**config.mk**
```make
export PLATFORM = sky130hd
export DESIGN_NAME = clock_div_multi_flat
export DESIGN_NICKNAME = d
export VERILOG_FILES = /design/src/rtl/clock_div_multi_if.sv /design/src/rtl/clock_div_multi.sv /design/src/flat_wrapper.sv
export SDC_FILE = /design/constraint.sdc
export NUM_CORES = 1
export LEC_CHECK = 0
export BUFFER_PORTS_ARGS = -buffer_cell sky130_fd_sc_hd__clkbuf_2
export CELL_PAD_IN_SITES_DETAIL_PLACEMENT = 1
export CELL_PAD_IN_SITES_GLOBAL_PLACEMENT = 2
export CORE_AREA = 4 4 210 212
export DETAILED_ROUTE_END_ITERATION = 6
export DIE_AREA = 0 0 214 216
export PLACE_DENSITY = 0.88
export SYNTH_ARGS = -nofsm -noshare
export SYNTH_HDL_FRONTEND = slang
export SYNTH_SLANG_ARGS = --single-unit
```
**constraint.sdc**
```tcl
create_clock -name Clock -period 5.65 [get_ports Clock]
set_input_delay 0.8475 -clock Clock [delete_from_list [all_inputs] [get_ports Clock]]
set_output_delay 0.8475 -clock Clock [all_outputs]
set_load 0.05 [all_outputs]
```
**src/rtl/clock_div_multi_if.sv**
```systemverilog
// Control and output bundle for the multi-channel clock divider.
// The master side drives enable, divisor writes and sync; the slave side
// (the divider) returns the per-channel divided clocks and tick strobes.
interface clock_div_multi_if #(
    parameter int CHANNELS = 4,
    parameter int WIDTH    = 32
);
    localparam int AW = $clog2(CHANNELS);

    logic                Enable;
    logic                WrEn;
    logic [AW-1:0]       WrAddr;
    logic [WIDTH-1:0]    WrData;
    logic                Sync;
    logic [CHANNELS-1:0] DividedClock;
    logic [CHANNELS-1:0] Tick;

    modport master (
        output Enable, WrEn, WrAddr, WrData, Sync,
        input  DividedClock, Tick
    );

    modport slave (
        input  Enable, WrEn, WrAddr, WrData, Sync,
        output DividedClock, Tick
    );
endinterface

```
**src/rtl/clock_div_multi.sv**
```systemverilog
// Multi-channel programmable clock divider and tick generator.
// Every channel counts up to its active divisor, then toggles its divided
// clock and pulses its tick. New divisors land in a shadow register and are
// only adopted at terminal count (or on Sync), so a half-period in progress
// always finishes with the divisor it started with.
module clock_div_multi #(
    parameter int CHANNELS    = 4,
    parameter int WIDTH       = 32,
    parameter int DEFAULT_DIV = 50000
) (
    input logic              Clock,
    input logic              Reset,
    clock_div_multi_if.slave bus
);
    localparam int AW = $clog2(CHANNELS);

    logic [WIDTH-1:0]    cnt_q    [CHANNELS];
    logic [WIDTH-1:0]    div_q    [CHANNELS];
    logic [WIDTH-1:0]    shadow_q [CHANNELS];
    logic [WIDTH-1:0]    next_div [CHANNELS];
    logic [CHANNELS-1:0] wr_hit;
    logic [CHANNELS-1:0] dclk_q;
    logic [CHANNELS-1:0] tick_q;

    // Decode the write per channel; a write on a reload edge bypasses the shadow.
    always_comb begin
        for (int i = 0; i < CHANNELS; i++) begin
            wr_hit[i]   = bus.WrEn && (bus.WrAddr == AW'(i));
            next_div[i] = wr_hit[i] ? bus.WrData : shadow_q[i];
        end
    end

    // Per-channel counter, divisor reload, divided clock and tick registers.
    always_ff @(posedge Clock) begin
        if (Reset) begin
            for (int i = 0; i < CHANNELS; i++) begin
                cnt_q[i]    <= '0;
                div_q[i]    <= WIDTH'(DEFAULT_DIV);
                shadow_q[i] <= WIDTH'(DEFAULT_DIV);
                dclk_q[i]   <= 1'b0;
                tick_q[i]   <= 1'b0;
            end
        end else begin
            for (int i = 0; i < CHANNELS; i++) begin
                if (wr_hit[i]) begin
                    shadow_q[i] <= bus.WrData;
                end
                if (bus.Sync) begin
                    cnt_q[i]  <= '0;
                    dclk_q[i] <= 1'b0;
                    tick_q[i] <= 1'b0;
                    div_q[i]  <= next_div[i];
                end else if (bus.Enable) begin
                    if (cnt_q[i] == div_q[i]) begin
                        cnt_q[i]  <= '0;
                        dclk_q[i] <= ~dclk_q[i];
                        tick_q[i] <= 1'b1;
                        div_q[i]  <= next_div[i];
                    end else begin
                        cnt_q[i]  <= cnt_q[i] + WIDTH'(1);
                        tick_q[i] <= 1'b0;
                    end
                end else begin
                    tick_q[i] <= 1'b0;
                end
            end
        end
    end

    assign bus.DividedClock = dclk_q;
    assign bus.Tick         = tick_q;
endmodule
```
**src/flat_wrapper.sv**
```systemverilog
// flat-port wrapper written by rule: the top's interface ports become plain ports
module clock_div_multi_flat 
#(
    parameter int CHANNELS    = 4,
    parameter int WIDTH       = 32,
    parameter int DEFAULT_DIV = 50000
)
  (Clock, Reset, bus_Enable, bus_WrEn, bus_WrAddr, bus_WrData, bus_Sync, bus_DividedClock, bus_Tick);
  clock_div_multi_if #(.CHANNELS(CHANNELS), .WIDTH(WIDTH)) bus_i ();
  input logic Clock;
  input logic Reset;
  input wire logic [$bits(bus_i.Enable)-1:0] bus_Enable;
  input wire logic [$bits(bus_i.WrEn)-1:0] bus_WrEn;
  input wire logic [$bits(bus_i.WrAddr)-1:0] bus_WrAddr;
  input wire logic [$bits(bus_i.WrData)-1:0] bus_WrData;
  input wire logic [$bits(bus_i.Sync)-1:0] bus_Sync;
  output wire logic [$bits(bus_i.DividedClock)-1:0] bus_DividedClock;
  output wire logic [$bits(bus_i.Tick)-1:0] bus_Tick;
  assign bus_i.Enable = bus_Enable;
  assign bus_i.WrEn = bus_WrEn;
  assign bus_i.WrAddr = bus_WrAddr;
  assign bus_i.WrData = bus_WrData;
  assign bus_i.Sync = bus_Sync;
  assign bus_DividedClock = bus_i.DividedClock;
  assign bus_Tick = bus_i.Tick;
  clock_div_multi #(.CHANNELS(CHANNELS), .WIDTH(WIDTH), .DEFAULT_DIV(DEFAULT_DIV)) u_core (.Clock(Clock), .Reset(Reset), .bus(bus_i));
endmodule
```
# Word level (Yosys, flattened, before mapping)
# Memory sizes are Yosys's and may differ from the RTL's.
# Cells that the tools add are included.
# totals
reg_bits	8
latchBits	0
ramBits	384
rom_bits	0
inputBits	39
output_inout_bits	8
n_memories	3
# classes
n_addsub	4
multipliers	0
div	0
order_cmp	0
n_eq_ne	7
shifts	0
mux	85
n_bitwise	28
n_reduce_logical	10
# memory_table
memory	depth	word_bits	rd	rd_clocked_by_memory_dff	wr	line	rtl
u_core.cnt_q	4	32	4	0	4	clock_div_multi.sv:17	logic [WIDTH-1:0] cnt_q [CHANNELS];
u_core.div_q	4	32	4	0	4	clock_div_multi.sv:18	logic [WIDTH-1:0] div_q [CHANNELS];
u_core.shadow_q	4	32	4	0	4	clock_div_multi.sv:19	logic [WIDTH-1:0] shadow_q [CHANNELS];
# op_table
operator	n
$mux 32	28
$add 32x1->32 const B	4
$eq 32x32->1	4
$mux 1	57
$or 1x1->1	24
$reduce_and 2->1	4
$eq 2x2->1 const B	2
$logic_and 1x1->1	4
$not 1->1	4
$eq 2x1->1 const B	1
$logic_not 2->1	1
$reduce_or 2->1	1

# Depth between registers and ports, before layout
# logic_depth
word_depth	8
ltp_mapped	7

# Worst setup path after synthesis
# OpenSTA, ideal clock, no wires.
# synth_path
path_kind	input port to flip-flop
start	in bus_WrAddr[1]
end	mem u_core.shadow_q[0][0], enable pin
setup_ns	0.394
t_arrival_ns	2.289
required_ns	5.256
path_slack_ns	2.966
cell_stages	3
path_cell_list	or3b_2 > clkbuf_1 > nand2b_1
# synth_rtl
element	line	rtl
start: declaration	flat_wrapper.sv:14	input wire logic [$bits(bus_i.WrAddr)-1:0] bus_WrAddr;
end: declaration	clock_div_multi.sv:19	

==> impl_summary.log <==
INFO  metric p_clk_share = 42.3%
INFO  metric cpPeakStageDelay = 0.96 ns
INFO  metric p_comb_share = 6.6%
INFO  metric setup_viol_count_final = 0
INFO  metric grt_pass1_vias = 13600
INFO  metric grt_antenna_before_repair = 4
INFO  metric clock-skew-final = 0.0164 ns
INFO  metric syn-mean-instance-area = 11.4 µm²
INFO  metric cts.sink_count = 392
INFO  metric detail-route-antenna-nets = 0
INFO  metric core = 0.0419 mm²
INFO  metric power.static_leakage = 0.00784 µW
INFO  metric series_of_cell_instances_along_the_critical_path = xnor2_1 -> nand4_1 -> nor4_1 -> a21o_1 -> nor2_1
INFO  metric async_reset_ff_share = 0%
INFO  metric first_iter_violations = 1153
INFO  metric period_share = 52.7%
INFO  metric tritoncts = built
INFO  metric timing.hold.worst.class = reg -> reg
INFO  metric rows = 75
INFO  metric ys.flop_type = sky130_fd_sc_hd__edfxtp_1
INFO  metric synth_area = 0.0192 mm²
INFO  metric place_congestion = 0.808
INFO  metric worst_setup_path_end_kind = flop
INFO  metric track_usage = 22.7%
INFO  metric worst_voltage_drop_across_the_vdd_grid = 224 µV
INFO  metric p_sw = 1610 µW
INFO  metric pwr_density_cell = 320 mW/mm²
INFO  metric clk_path_buf_depth = 3
INFO  metric root_buffer = sky130_fd_sc_hd__clkbuf_16
INFO  metric synth.lib_cells_used.distinct = 42
INFO  metric yosys_register_bits = 392
INFO  metric setup-tns-final = 0 ns
INFO  metric wl = 52700 µm
INFO  metric detailedPlacementHpwl = 34400 µm
INFO  metric die_w = 214 µm
INFO  metric slew_viol_final = 0
INFO  metric die_footprint = 0.0462 mm²
INFO  metric grt_start_max_net_pins = 43
INFO  metric postCtsResizedCells = 0
INFO  metric globalRouteOverflowTotal = 0
INFO  metric synth.yosys.seq_area_share = 61.0%
INFO  metric synth-edff-count = 384
INFO  metric outcome = finished clean
INFO  metric ys.warnings.count = 0
INFO  metric cp_data_arrival_time = 3.26 ns
INFO  metric postLayoutCoreUtil = 51.1%
INFO  metric cts_post_setup_buffers_inserted = 0
INFO  metric synth_nets = 1731
INFO  metric worstMarginPinSlew = 1.26 ns
INFO  metric cts-buffers-inserted = 44
INFO  metric most_frequent_cells_in_the_layout = sky130_fd_sc_hd__edfxtp_1 (384), sky130_fd_sc_hd__nand2_1 (260), sky130_fd_sc_hd__nor2_1 (175)
INFO  metric grt_setup_unrepaired = false
INFO  metric post-route-worst-setup-slack = 2.67 ns
INFO  metric internal_power = 5260 µW
INFO  metric worst_slew_margin_rel = 16.0%
INFO  metric drcViolationCount = 0
INFO  metric timing.critical_path.required = 5.93 ns
INFO  metric grt_first_pass_wirelength = 81800 µm
INFO  metric switching_share = 23.4%
INFO  metric critical_path_class = reg -> reg
INFO  metric path_clk_slew = 0.06 ns
INFO  metric critical_path.max_fanout = 31
INFO  metric power.share.sequential = 51.1%
INFO  metric htree_num_levels = 2
INFO  metric final_layout_size_suffix_gt1_share = 10.1%
INFO  metric port_buffers = 46
INFO  metric design.final.nets = 1772
INFO  metric via_count = 13200
INFO  metric timing.fmax = 336 MHz
INFO  metric flow.area_growth_from_synthesis = 11.8%
INFO  metric netlist_instances = 1688
INFO  metric drt-wirelength-per-cell = 22.9 µm
INFO  metric clkLatencyLatePin = 0.57 ns
INFO  metric start_util = 45.7%
INFO  metric worst_setup_path_start_kind = flop
INFO  metric drt_pass1_iterations = 5
INFO  metric drt-vias-per-instance = 5.73
INFO  metric critical_path.slowest_cell = sky130_fd_sc_hd__a21o_1
INFO  metric post-route-min-period = 2.98 ns
INFO  metric place_worst_setup_slack = 2.31 ns
INFO  metric fillCellCount = 4382
INFO  metric hold_violations = 0
INFO  metric cts_hold_repair.buffers = 0
INFO  metric top_level_ports = 47
INFO  metric dieHeight = 216 µm
INFO  metric drv.max_cap_violation_count = 0
INFO  metric layout.cells.most_common = sky130_fd_sc_hd__edfxtp_1
kinds of logic after synthesis:
kind of cell / Yosys count / share of synthesized area (%)
fa+ha+maj: 4 / 0.261
xor+xnor: 247 / 11.3
flops: 392 / 61.0
mux: 4 / 0.209
compound gates: 132 / 3.67
buf+inv: 93 / 1.95
simple gates: 816 / 21.7
power by group through the flow:
stage	sequential (µW)	clock (µW)	combinational, µW
final	3510	2900	452
after global routing	3530	3080	501
after CTS	3510	2950	455
after detailed placement	3570	0	449
after global placement	3560	0	434
after floorplan	3520	0	277
flip-flops by register name, summed over array words and instances, names as in the netlist:
name and flops:
u_core.bus.DividedClock 4, u_core.div_q 128, u_core.shadow_q 128, u_core.bus.Tick 4, u_core.cnt_q 128
final cells by class:
cell class	instances	area, µm²	share of cell area (%)
Antenna cell	1	2.50	0.0117
Multi-Input combinational cell	1203	7150	33.3
Clock inverter	23	267	1.24
Timing Repair Buffer	76	455	2.12
Tap cell	539	674	3.14
Sequential cell	392	11700	54.5
Clock buffer	55	1160	5.43
Inverter	12	45.0	0.210
per-stage QoR:
stage	area, µm²	std cells	hold WS, ns	total power (µW)
4_1_cts	21400	2300	0.542	6920
3_3_place_gp	20000	2222	0.518	3990
2_1_floorplan	19200	1688	0.510	3800
3_5_place_dp	20000	2222	0.527	4020
6_report	21400	2301	0.538	6870
5_1_grt	21400	2300	0.563	7110
layer usage:
metal  routed length, µm  track usage [%]  vias to the layer above
li1                    -                -                     6043
met1               23100             32.0                     6677
met2               25300             37.3                      379
met3                2890             2.70                       81
met4                1400             7.05                        0
met5                   0                0                        -
worst max-delay path: cells and delay by family (launching register included):
family	cells	cell delay, ns
AOI/OAI and AO/OA	1	0.96
xor gates and xnor gates	1	0.30
DFF	1	0.47
and+or+nand+nor	3	0.96
path summary, 6_finish.rpt:
check	startpoint	endpoint	slack, ns	cells after the start
min reg2reg	u_core.shadow_q[3][14]	u_core.div_q[3][14]	0.54	2
min	u_core.shadow_q[3][14]	u_core.div_q[3][14]	0.54	2
max	u_core.cnt_q[3][27]	u_core.cnt_q[3][4]	2.67	5
max reg2reg	u_core.cnt_q[3][27]	u_core.cnt_q[3][4]	2.67	5
synthesized netlist by cell type (all sizes together), types with 12 or more instances:
master  count  share of area [%]
edfxtp    384                 60
nand2     260                5.1
nor2      184                3.7
xor2      161                7.4
and2      112                3.7
a21oi     105                2.7
xnor2      86                3.9
clkbuf     71                1.4
nand4      55                1.9
nand3      47                1.3
nor4       47                2.2
or3        33                1.1
and3       24               0.78
o22ai      18               0.59
and4       17               0.78
nor3       14               0.37
inv        12               0.23
No activity file was read; power rests on OpenSTA's default activity.
